<file path="config.mk">
export PLATFORM = sky130hd
export DESIGN_NAME = input_conditioner
export DESIGN_NICKNAME = d
export VERILOG_FILES = /design/src/rtl/input_conditioner.sv
export SDC_FILE = /design/constraint.sdc
export NUM_CORES = 1
export LEC_CHECK = 0
export CAP_MARGIN = 10
export CORE_AREA = 2 2 39 41
export DETAILED_ROUTE_END_ITERATION = 12
export DIE_AREA = 0 0 41 43
export PLACE_DENSITY = 0.69
export SLEW_MARGIN = 20
export SYNTH_ARGS = -nofsm -noshare
export SYNTH_HDL_FRONTEND = slang
export SYNTH_SLANG_ARGS = --single-unit
</file>
<file path="constraint.sdc">
create_clock -name clk -period 4.6 [get_ports clk]
set_input_delay 0.92 -clock clk [delete_from_list [all_inputs] [get_ports clk]]
set_output_delay 0.92 -clock clk [all_outputs]
set_load 0.05 [all_outputs]
</file>
<file path="src/rtl/input_conditioner.sv">
// Two-channel debouncer: 2-flop synchronizer, stability counter and registered output per channel.
// Optional build macro INPUT_COND_ONESHOT_EN turns a/b into one-cycle rising-edge pulses.
module input_conditioner #(
  parameter int DB_CYCLES = 16,
  parameter int CNT_W     = 5
) (
  input  logic clk,
  input  logic rst_n,
  input  logic a_raw,
  input  logic b_raw,
  output logic a,
  output logic b,
  output logic evt
);

  localparam logic [CNT_W-1:0] CNT_LAST = CNT_W'(DB_CYCLES - 1);

  // Bit 0 is channel A, bit 1 is channel B throughout.
  logic [1:0]            s1;
  logic [1:0]            s2;
  logic [1:0]            lvl;
  logic [1:0]            lvl_nxt;
  logic [1:0]            out;
  logic [1:0][CNT_W-1:0] cnt;
  logic [1:0][CNT_W-1:0] cnt_nxt;

  always_comb begin
    lvl_nxt = lvl;
    cnt_nxt = '0;
    for (int unsigned i = 0; i < 2; i++) begin
      if (s2[i] != lvl[i]) begin
        if (cnt[i] == CNT_LAST) begin
          lvl_nxt[i] = s2[i];
        end else begin
          cnt_nxt[i] = cnt[i] + 1'b1;
        end
      end
    end
  end

  always_ff @(posedge clk) begin
    if (!rst_n) begin
      s1  <= '0;
      s2  <= '0;
      cnt <= '0;
      lvl <= '0;
      out <= '0;
      evt <= 1'b0;
    end else begin
      s1  <= {b_raw, a_raw};
      s2  <= s1;
      cnt <= cnt_nxt;
      lvl <= lvl_nxt;
      evt <= |(lvl_nxt ^ lvl);
`ifdef INPUT_COND_ONESHOT_EN
      out <= lvl_nxt & ~lvl;
`else
      out <= lvl_nxt;
`endif
    end
  end

  assign a = out[0];
  assign b = out[1];

endmodule
</file>
==> implementation parameters <==
Parameter                              Value

Worst setup path
  Slowest cell on the critical path    clkdlybuf4s50_1
  Top fanout value on the critical path    3
  Crit Path Class    reg2out
  Setup crit end kind    output pin
  Crit start category    flip-flop
  Total buffers and inverters traversed by the critical path    1
  Cells traversed along the worst timing path    clkdlybuf4s50_1
  Data required time at the worst endpoint    3.68 ns
  Signal arrival time at the worst endpoint    roughly 1.5 ns
  Critical Path Max Stage Delay    0.82 ns
  Category of cells accounting for the largest share of critical-path delay    buffers and inverters

STA
  Final period utilization    about 52%
  Least-Margin Pin Slew    0.4980 ns
  Final clock skew    0.0009226 ns
  Fin. Hold Viols    0
  Final WS setup    about 2.2 ns
  Unrepaired setup endpoints after global routing    no
  Max Slew Vio Count    0
  Shortest period the worst path allows    ~2.4 ns
  Total negative slack for setup checks    0 ns
  Fmax    418.0 MHz
  Total of endpoints with negative setup slack in the final report    0
  Normalized max-slew margin    66.70%

Drt
  DRT antenna net count    0
  Average via count per standard cell    roughly 4.4
  Met2 routed wirelength    around 380 um
  Initial DRC count    4
  Number of search-and-repair iterations in the first detailed-routing pass    3
  Drt drc    0
  Number of vias in the routed layout    373
  Uppermost metal layer occupied by signal nets    met3
  Wire length per cell after detailed routing    9.071 um
  Routed wire length    approximately 760 um
  Detailed-routing wirelength on met1    363 um
  Met3 wire len    ~23 um

Worst hold path
  Tightest Hold Check Type    reg2reg

Floorplanning
  Chip Width    41 um
  Area of the core region    1384 um2
  Site row count    14
  Count of boundary I/O pins    7
  Effective utilization at floorplan    44.21%
  Die extent in y    43 um
  Die footprint    1763 um2

Clock tree
  Buffers from clock root to sink, at most    2
  Total clock buffers created by CTS    3
  Sink Count    17
  Library cell used as clock root buffer    clkbuf_4
  CTS Hold Bufs    0
  CTS tree    done
  Clock-pin slew on the worst setup and hold paths    0.09 ns
  Clock network latency to the later pin of the worst-skew pair    0.28 ns
  Cts repair resizes    0
  Setup bufs post-CTS    0
  H-tree levels    1

Synthesis
  Gate count of the mapped netlist    58
  Post-Syn Area per Cell    10.55 um2
  Most used flip-flop cell after synthesis    dfxtp_1
  Post-synthesis adder-cell area fraction    roughly 8.2%
  Largest family of logic cells by synthesized area    simple AND/OR/NAND/NOR gates
  Synth async-reset ratio    0%
  Proportion of netlist area held by the largest area contributor    a little under three fifths
  Xor and xnor fraction of the mapped netlist area    8.589%
  Synth area leader    dfxtp_1
  Register bit total from synthesis    17
  Syn. warnings    0
  Post-synth cell types    14
  Synthesized netlist net count    66
  Library cell with the highest instance count after synthesis    dfxtp_1
  Cell types with the highest counts after synthesis    17 x dfxtp_1, 10 x nor2_1
  Share of the synthesized area in compound gates (AO/OA/AOI/OAI)    under 10%
  Synth area leaders    dfxtp_1 56%, ha_1 8.2%, nor2_1 6.1%, xnor2_1 5.7%, and2_1 4.1%
  Part of the Yosys area used for sequential elements    55.62%
  Number of flops mapped to enable cells by yosys    0
  Area of the mapped netlist    ~600 um2
  Simple-Gate Fraction of Synth Area    between 20% and 30%
  Proportion of synthesized area in mux cells    3.272%

Placed design
  Detailed placement HPWL    between 500 and 600 um
  Placement Cell Area    691.9 um2
  Placement Setup Slack    2.444 ns
  Gp weighted congestion    0.6353
  Number of port buffers    6

Layout
  Final Cell Area    718.2 um2
  Net count reported at finish    just under 80
  Seq. cell area    340.3 um2
  P&R area growth vs syn    17.38%
  Area of the multi-input gates    256.5 um2
  Antenna fix cells    0
  Layout cells sized above 1    approximately 7.4%
  FILL cells    134
  Finished Core Util    between 50 and 60%

Job
  Maximum capacitance violations    0

Power and ir drop
  PD cells    325.2 nW/um2
  Peak VDD IR    0.2091 mV
  Static leakage    0.2682 nW

Global route
  Antenna violations before repair    0
  Grt ovf    0
  Maximum number of pins on one net before global-route repair    11
  Global-route wire length before repair    1324 um
  Number of global-route vias before repair    361
  Total global routing track utilization    11.46%

Outcome
  Run status    finished clean
## kinds of logic after synthesis
| logic type | Yosys count |
|---|---|
| fa+ha+maj | 4 |
| simple gates | 24 |
| compound gates | 1 |
| mux | 2 |
| flops | 17 |
| xor+xnor | 6 |
| buf+inv | 4 |
## layout make-up
cell class | count | share of cell area [%]
flip-flops and latches | 17 | 47.39
multi-input cells | 37 | 35.71
repair buffers | 6 | 8.362
clock buffers | 4 | 3.659
well taps | 16 | 2.787
inverters | 4 | 2.091
## per-layer routing
metal | up-vias | GRT usage [%]
li1 | 204 | -
met1 | 165 | 12.96
met2 | 4 | 16.56
met3 | 0 | 3.141
met4 | 0 | 10.00
met5 | - | 0
## power breakdown
group / total, mW / switching [mW] / internal, mW
Combinational: 0.00742 / 0.00259 / 0.00483
Sequential: 0.150 / 0.000985 / 0.149
Clock: 0.0759 / 0.0423 / 0.0336
Total: 0.234 / 0.0459 / 0.188
## sequential cells by signal, indices dropped and copies added (netlist names)
name  cells
cnt      10
out       2
s1        2
s2        2
evt       1
## final timing paths
path | endpoint | slack, ns | cells after the start | startpoint
max | b | 2.21 | 1 | out[1]
min reg2reg | s2[1] | 0.44 | 1 | s1[1]
min | s2[1] | 0.44 | 1 | s1[1]
max reg2reg | cnt[3] | 3.03 | 5 | cnt[0]
## worst register-to-register path, cell delays in order (launching register included)
cell	delay, ns
dfxtp_1	0.33
ha_1	0.22
and3_1	0.19
ha_1	0.22
or3b_4	0.43
nor2_1	0.12
## layout by cell type (no fill, tap or decap)
cell type	instances
dfxtp_1	17
nor2_1	10
clkdlybuf4s50_1	6
inv_1	4
xnor2_1	4
and2_1	4
ha_1	4
clkbuf_4	3
and3_1	2
or3b_4	2
nand2_1	2
mux2i_1	2
nor2b_1	2
nand3_1	2
xor2_1	2
o22ai_1	1
clkbuf_1	1
## stage by stage
step / hold slack, ns / std cells / total power [mW]
after global placement: 0.4140 / 80 / 0.1610
final: 0.4399 / 84 / 0.2336
after CTS: 0.4449 / 84 / 0.2391
after detailed placement: 0.4223 / 80 / 0.1612
after global routing: 0.4647 / 84 / 0.2487
after floorplan: 0.4118 / 58 / 0.1573
Power figures use the tool's default switching activity.
